==> src/rtl/rom_fetch_sched.sv <==
// Schedules download byte writes and per-client ROM word reads onto one toggle-handshake SDRAM port.
// Build option: define ROMSCHED_FIXED_PRIO_EN for lowest-index-wins client arbitration instead of round-robin.
module rom_fetch_sched #(
  parameter int NCLIENTS = 6,
  parameter int AW       = 16
) (
  input  logic                     clk_sys,
  input  logic                     reset,
  input  logic                     dl_active,
  input  logic                     dl_wr,
  input  logic [23:0]              dl_addr,
  input  logic [7:0]               dl_data,
  input  logic [NCLIENTS*AW-1:0]   cli_addr,
  output logic [NCLIENTS*16-1:0]   cli_q,
  output logic [NCLIENTS-1:0]      cli_valid,
  output logic                     mem_req,
  input  logic                     mem_ack,
  output logic                     mem_we,
  output logic [22:0]              mem_a,
  output logic [1:0]               mem_ds,
  output logic [15:0]              mem_d,
  input  logic [15:0]              mem_q,
  output logic                     busy,
  output logic                     dl_overflow
);
  localparam int IW = (NCLIENTS > 1) ? $clog2(NCLIENTS) : 1;

  typedef enum logic {IDLE, WAIT} state_t;
  state_t state_q, state_d;

  logic          mem_req_q, mem_we_q;
  logic [22:0]   mem_a_q;
  logic [1:0]    mem_ds_q;
  logic [15:0]   mem_d_q;
  logic          dl_wr_q, dl_active_q, overflow_q;

  logic [23:0]   fifo_addr_q [2];
  logic [7:0]    fifo_data_q [2];
  logic          fifo_wr_ptr_q, fifo_rd_ptr_q;
  logic [1:0]    fifo_cnt_q;
  logic          push, accept;

  logic [AW-1:0] tag_q   [NCLIENTS];
  logic [15:0]   cli_q_q [NCLIENTS];
  logic [NCLIENTS-1:0] tag_v_q;
  logic [AW-1:0] cli_addr_a [NCLIENTS];
  logic [NCLIENTS-1:0] pend;

  logic [IW-1:0] gnt_q;
  logic [AW-1:0] gnt_addr_q;
  logic [IW-1:0] pick_idx;
  logic          pick_found;
  logic          issue_wr, issue_rd, done;

  for (genvar gi = 0; gi < NCLIENTS; gi++) begin : g_cli
    assign cli_addr_a[gi]       = cli_addr[gi*AW +: AW];
    assign cli_valid[gi]        = tag_v_q[gi] & (tag_q[gi] == cli_addr_a[gi]);
    assign cli_q[gi*16 +: 16]   = cli_q_q[gi];
  end
  assign pend = ~cli_valid;

`ifdef ROMSCHED_FIXED_PRIO_EN
  always_comb begin
    logic [IW-1:0] cand;
    pick_found = 1'b0;
    pick_idx   = '0;
    cand       = '0;
    for (int k = NCLIENTS - 1; k >= 0; k--) begin
      cand = IW'(k);
      if (pend[cand]) begin
        pick_found = 1'b1;
        pick_idx   = cand;
      end
    end
  end
`else
  logic [IW-1:0] rr_q;

  // Search begins one past the last read grant and wraps modulo NCLIENTS.
  always_comb begin
    logic [IW-1:0] cand;
    pick_found = 1'b0;
    pick_idx   = '0;
    cand       = '0;
    for (int k = 1; k <= NCLIENTS; k++) begin
      cand = IW'((int'(rr_q) + k) % NCLIENTS);
      if (!pick_found && pend[cand]) begin
        pick_found = 1'b1;
        pick_idx   = cand;
      end
    end
  end

  always_ff @(posedge clk_sys) begin
    if (reset) begin
      rr_q <= IW'(NCLIENTS - 1);
    end else if (issue_rd) begin
      rr_q <= pick_idx;
    end
  end
`endif

  always_comb begin
    state_d  = state_q;
    issue_wr = 1'b0;
    issue_rd = 1'b0;
    done     = 1'b0;
    case (state_q)
      IDLE: begin
        if (fifo_cnt_q != 2'd0) begin
          issue_wr = 1'b1;
          state_d  = WAIT;
        end else if (!dl_active && pick_found) begin
          issue_rd = 1'b1;
          state_d  = WAIT;
        end
      end
      WAIT: begin
        if (mem_ack == mem_req_q) begin
          done    = 1'b1;
          state_d = IDLE;
        end
      end
      default: state_d = IDLE;
    endcase
  end

  // Request toggle re-syncs to the ack on reset so an abandoned transaction's late ack is harmless.
  always_ff @(posedge clk_sys) begin
    if (reset) begin
      state_q    <= IDLE;
      mem_req_q  <= mem_ack;
      mem_we_q   <= 1'b0;
      mem_a_q    <= '0;
      mem_ds_q   <= 2'b11;
      mem_d_q    <= '0;
      gnt_q      <= '0;
      gnt_addr_q <= '0;
    end else begin
      state_q <= state_d;
      if (issue_wr) begin
        mem_req_q <= ~mem_req_q;
        mem_we_q  <= 1'b1;
        mem_a_q   <= fifo_addr_q[fifo_rd_ptr_q][23:1];
        mem_ds_q  <= {fifo_addr_q[fifo_rd_ptr_q][0], ~fifo_addr_q[fifo_rd_ptr_q][0]};
        mem_d_q   <= {fifo_data_q[fifo_rd_ptr_q], fifo_data_q[fifo_rd_ptr_q]};
      end else if (issue_rd) begin
        mem_req_q  <= ~mem_req_q;
        mem_we_q   <= 1'b0;
        mem_a_q    <= 23'(cli_addr_a[pick_idx]);
        mem_ds_q   <= 2'b11;
        gnt_q      <= pick_idx;
        gnt_addr_q <= cli_addr_a[pick_idx];
      end
    end
  end

  assign push   = dl_wr & ~dl_wr_q;
  assign accept = push & ((fifo_cnt_q != 2'd2) | issue_wr);

  always_ff @(posedge clk_sys) begin
    if (accept) begin
      fifo_addr_q[fifo_wr_ptr_q] <= dl_addr;
      fifo_data_q[fifo_wr_ptr_q] <= dl_data;
    end
  end

  always_ff @(posedge clk_sys) begin
    if (reset) begin
      fifo_wr_ptr_q <= 1'b0;
      fifo_rd_ptr_q <= 1'b0;
      fifo_cnt_q    <= 2'd0;
      overflow_q    <= 1'b0;
      dl_wr_q       <= 1'b0;
      dl_active_q   <= dl_active;
    end else begin
      dl_wr_q     <= dl_wr;
      dl_active_q <= dl_active;
      if (accept)   fifo_wr_ptr_q <= ~fifo_wr_ptr_q;
      if (issue_wr) fifo_rd_ptr_q <= ~fifo_rd_ptr_q;
      fifo_cnt_q <= fifo_cnt_q + 2'(accept) - 2'(issue_wr);
      if (push && !accept) overflow_q <= 1'b1;
    end
  end

  // A dl_active edge must win over a same-cycle read completion so stale data is never marked valid.
  always_ff @(posedge clk_sys) begin
    if (reset) begin
      tag_v_q <= '0;
      for (int i = 0; i < NCLIENTS; i++) begin
        tag_q[i]   <= '0;
        cli_q_q[i] <= '0;
      end
    end else begin
      if (done && !mem_we_q) begin
        cli_q_q[gnt_q] <= mem_q;
        tag_q[gnt_q]   <= gnt_addr_q;
        tag_v_q[gnt_q] <= 1'b1;
      end
      if (dl_active ^ dl_active_q) tag_v_q <= '0;
    end
  end

  assign mem_req     = mem_req_q;
  assign mem_we      = mem_we_q;
  assign mem_a       = mem_a_q;
  assign mem_ds      = mem_ds_q;
  assign mem_d       = mem_d_q;
  assign busy        = (state_q == WAIT);
  assign dl_overflow = overflow_q;
endmodule

==> config.mk <==
export PLATFORM = sky130hd
export DESIGN_NAME = rom_fetch_sched
export DESIGN_NICKNAME = d
export VERILOG_FILES = /design/src/rtl/rom_fetch_sched.sv
export SDC_FILE = /design/constraint.sdc
export NUM_CORES = 1
export LEC_CHECK = 0
export BUFFER_PORTS_ARGS = -buffer_cell sky130_fd_sc_hd__buf_2
export CAP_MARGIN = 15
export CELL_PAD_IN_SITES_DETAIL_PLACEMENT = 1
export CELL_PAD_IN_SITES_GLOBAL_PLACEMENT = 1
export CORE_MARGIN = 4
export CORE_UTILIZATION = 25
export DETAILED_ROUTE_END_ITERATION = 7
export PLACE_DENSITY_LB_ADDON = 0.1
export SKIP_LAST_GASP = 1
export SYNTH_ARGS = -nofsm -noshare
export SYNTH_HDL_FRONTEND = slang
export SYNTH_SLANG_ARGS = --single-unit
==> constraint.sdc <==
create_clock -name clk_sys -period 5.5 [get_ports clk_sys]
set_input_delay 0 -clock clk_sys [delete_from_list [all_inputs] [get_ports clk_sys]]
set_output_delay 0 -clock clk_sys [all_outputs]
set_load 0.01 [all_outputs]
==> summary.txt <==
Die
  – Die Wd: 253 um
  – Core Footprint: 59,200 um^2
  – Starting Density: 0.253
  – Die height: 253 um
  – IO Count: 296
  – Area of the die: 64,000 um^2
  – # rows: 89

Worst setup path
  – Arr. time, crit path: 5.46 ns
  – R2R depth: 19
  – Worst Path Required: 5.92 ns
  – Critical Path Source: rr_q[2]$_SDFFE_PP1P_
  – FF-to-FF Start: rr_q[2]$_SDFFE_PP1P_
  – Critical Path End: mem_a[0]$_SDFFE_PP0P_
  – CP Capture Type: register
  – Worst r2r dst: mem_a[0]$_SDFFE_PP0P_
  – Crit path kind: reg -> reg
  – Worst setup SP type: register
  – Crit-path max FO: 29
  – FF-to-FF setup slack: 0.47 ns

Clock tree
  – Sink Count: 328
  – CTS tree: built
  – Max Buffers Root-to-Sink: 3
  – Num CTS Buffers: 40
  – H-tree depth: 2
  – Setup repair bufs after CTS: 0
  – Root Buffer: clkbuf_16
  – Skew-Pair Late Insertion Delay: 0.56 ns
  – Clk slew on worst S/H paths: 0.05 ns

Synthesis
  – Top-count cell post-synth: edfxtp_1
  – Synth area leader: edfxtp_1
  – Post-synthesis xor/xnor area fraction: 0.0619
  – Adder-Cell Fraction of Synth Area: 0.0125
  – Synth top cells by count: 257 x edfxtp_1, 150 x nor2_1, 89 x nand2_1, 89 x xnor2_1, 81 x nand3_1
  – Number of synthesized flops with an enable pin: 257
  – Fraction of synthesized area in multiplexers: 0.0391
  – Synth area leaders: edfxtp_1 51%, dfxtp_1 9.5%, xnor2_1 5.2%, nor2_1 3.8%, and3_1 3.0%
  – Cells after Synth: 1,319
  – Post-synthesis average cell area: 11.4 um^2
  – Fraction of registers with async set/reset: 0
  – Syn. warnings: 0
  – Post-synthesis compound-gate area fraction: 0.0820
  – Net count after synthesis: 1,483
  – Mapped cell area: 15,000 um^2
  – Post-synth cell types: 66
  – Post-Synth Simple-Gate Area: 0.160
  – Post-synth top area share: 0.514
  – Yosys reg bits: 328
  – Largest family of logic cells by synthesized area: simple AND/OR/NAND/NOR gates
  – Synth Flop Type: edfxtp_1
  – Seq/Total Area, Yosys: 0.609

Placement
  – Port bufs: 295
  – Placer congestion estimate: 0.841
  – Dpl hpwl: 45,800 um
  – Placed Cells: 2,334

Drt
  – DRC: 0
  – Top sig layer: met5
  – DR vias/cell: 4.79
  – Total Wirelength: 62,400 um
  – Via Count: 11,855
  – Pre-antenna DRT Iters: 5
  – Met2 wire length: 30,300 um
  – DRT antenna net count: 0
  – DR WL/cell: 25.3 um
  – DR WL met3: 4230 um
  – Post-Route M1 WL: 26,300 um
  – 1st-iter DRT viols: 754

STA
  – Maximum clock rate: 199 MHz
  – Setup Viol. Count Final: 0
  – Final Hold Fails: 0
  – Setup TNS Final: 0 ns
  – Final Cycle Share: 0.915
  – Min cycle time layout: 5.03 ns
  – RSZ-0062 raised after global routing: false
  – Clock skew: 0.0256 ns
  – Worst Tran Pin Value: 1.14 ns
  – Pins Over Slew Limit: 0
  – Max-Slew Margin vs Limit: 0.235

Global routing
  – Grt total ovfl: 0
  – Initial antenna violation count: 20
  – Global-route usage over all layers: 0.192
  – Number of global-route vias before repair: 12,441
  – Largest net degree at the start of global routing: 49
  – First-pass GRT wire length: 90,000 um

Power
  – Pleak: 7.68 nW
  – Pwr Density: 573 nW/um^2
  – Peak supply drop: 556 uV
  – Total power: 0.0111 W

Finish
  – Filler Cell Count: 6,669
  – Non-Filler Instances: 2,473
  – Area grow syn2layout: 29.0%
  – Layout Nets: 1,825
  – Layout cells sized above 1: 0.258

Flow run
  – Max-Cap Viols: 0

Worst hold path
  – Hold Crit Class: in -> reg

Run status
  – Status: completed
[cells in the final DEF, fill, tap and decap left out, types with 12 or more instances in the layout]
cell type | Yosys | routed
a31oi_1 | 26 | 26
a21oi_1 | 34 | 33
dfxtp_1 | 71 | 68
dlygate4sd3_1 | 0 | 56
nor2_1 | 150 | 147
inv_1 | 40 | 40
xnor2_1 | 89 | 89
nand2_1 | 89 | 89
nand3_1 | 81 | 81
ha_1 | 15 | 15
clkbuf_16 | 0 | 41
mux2_2 | 16 | 16
nand4_1 | 23 | 23
buf_2 | 10 | 295
o21ai_0 | 63 | 57
nor3_1 | 15 | 13
o31ai_1 | 29 | 29
nor2b_1 | 12 | 12
edfxtp_1 | 257 | 257
and3_1 | 72 | 72
buf_4 | 8 | 36
xor2_1 | 17 | 17
mux2i_1 | 35 | 35
[cells by family (layout without fill, tap and decap cells)]
logic type      count (synthesis)  count (layout)
simple gates                  487             487
buf+inv                       131             504
mux                            54              54
other cells                     0               8
compound gates                198             198
xor+xnor                      106             106
flops                         328             328
fa+ha+maj                      15              15
[layout make-up]
type                    instances  area, um^2  area share
flip-flops and latches        328        9140       0.472
multi-input cells             860        5470       0.282
repair buffers                390        2350       0.121
clock buffers                  55        1130      0.0583
well taps                     773         967      0.0499
inverters                      41         154     0.00795
clock inverters                18         140     0.00724
diodes                          8        20.0     0.00103
[worst min-delay path by stage]
stage                      start  cells after the start  slack [ns]                           to
floorplan              dl_active                      0        0.03          dl_active_q$_DFF_P_
global placement      dl_data[6]                      1        0.19  fifo_data_q[0][6]$_DFFE_PP_
detailed placement     dl_active                      1        0.18          dl_active_q$_DFF_P_
CTS                 cli_addr[65]                      4       0.008   gnt_addr_q[1]$_SDFFE_PP0P_
global route        cli_addr[95]                      4        0.04  gnt_addr_q[15]$_SDFFE_PP0P_
finish              cli_addr[65]                      4        0.03   gnt_addr_q[1]$_SDFFE_PP0P_
[per-layer routing]
metal  vias up  GRT usage
met5         -          0
met4        18     0.0457
met3        94     0.0544
li1       5474          -
met1      5965      0.245
met2       304      0.325
[metrics by stage]
stage          hold WS [ns]  setup slack (ns)  cell area (um^2)  utilization
3_5_place_dp          0.182             0.406             17500        0.295
3_3_place_gp          0.190             0.542             17500        0.295
4_1_cts             0.00761             0.126             19300        0.326
6_report             0.0302             0.467             19400        0.327
2_1_floorplan        0.0277              1.05             15000            -
5_1_grt              0.0388            0.0725             19300        0.327
[repair_timing]
action                                  CTS  global route
hold endpoints to repair                183             0
resized for setup                         0             4
hold buffers                             56             0
endpoints found under the setup margin    0            14
[power breakdown]
group / switching [W] / internal (W) / leakage [nW]
clock: 0.00109 / 0.00153 / 0.621
combinational: 0.00338 / 0.00176 / 3.89
sequential: 0.000324 / 0.00301 / 3.17
[state kept, by name, indices dropped and copies added, names as in the netlist, 3 cells and up, named ones only]
signal / count
mem_d: 8
mem_a: 23
cli_q_q: 96
tag_v_q: 6
gnt_q: 3
tag_q: 96
rr_q: 3
fifo_addr_q: 48
fifo_data_q: 16
gnt_addr_q: 16
[critical path, stage by stage (launching register included)]
cell and delay (ns):
dfxtp_2 0.49, inv_1 0.14, ha_1 0.33, a21oi_2 0.36
inv_2 0.08, ha_1 0.31, nor2b_1 0.28, nor3b_1 0.23
a21oi_1 0.06, o32ai_1 0.26, nand2_1 0.11, nand3_1 0.15
nand2_1 0.07, a311oi_1 0.34, and2_1 0.24, buf_12 0.21
mux2_2 0.35, dlygate4sd3_1 0.55, a31oi_1 0.22, o31ai_1 0.09
Power figures use the tool's default switching activity.
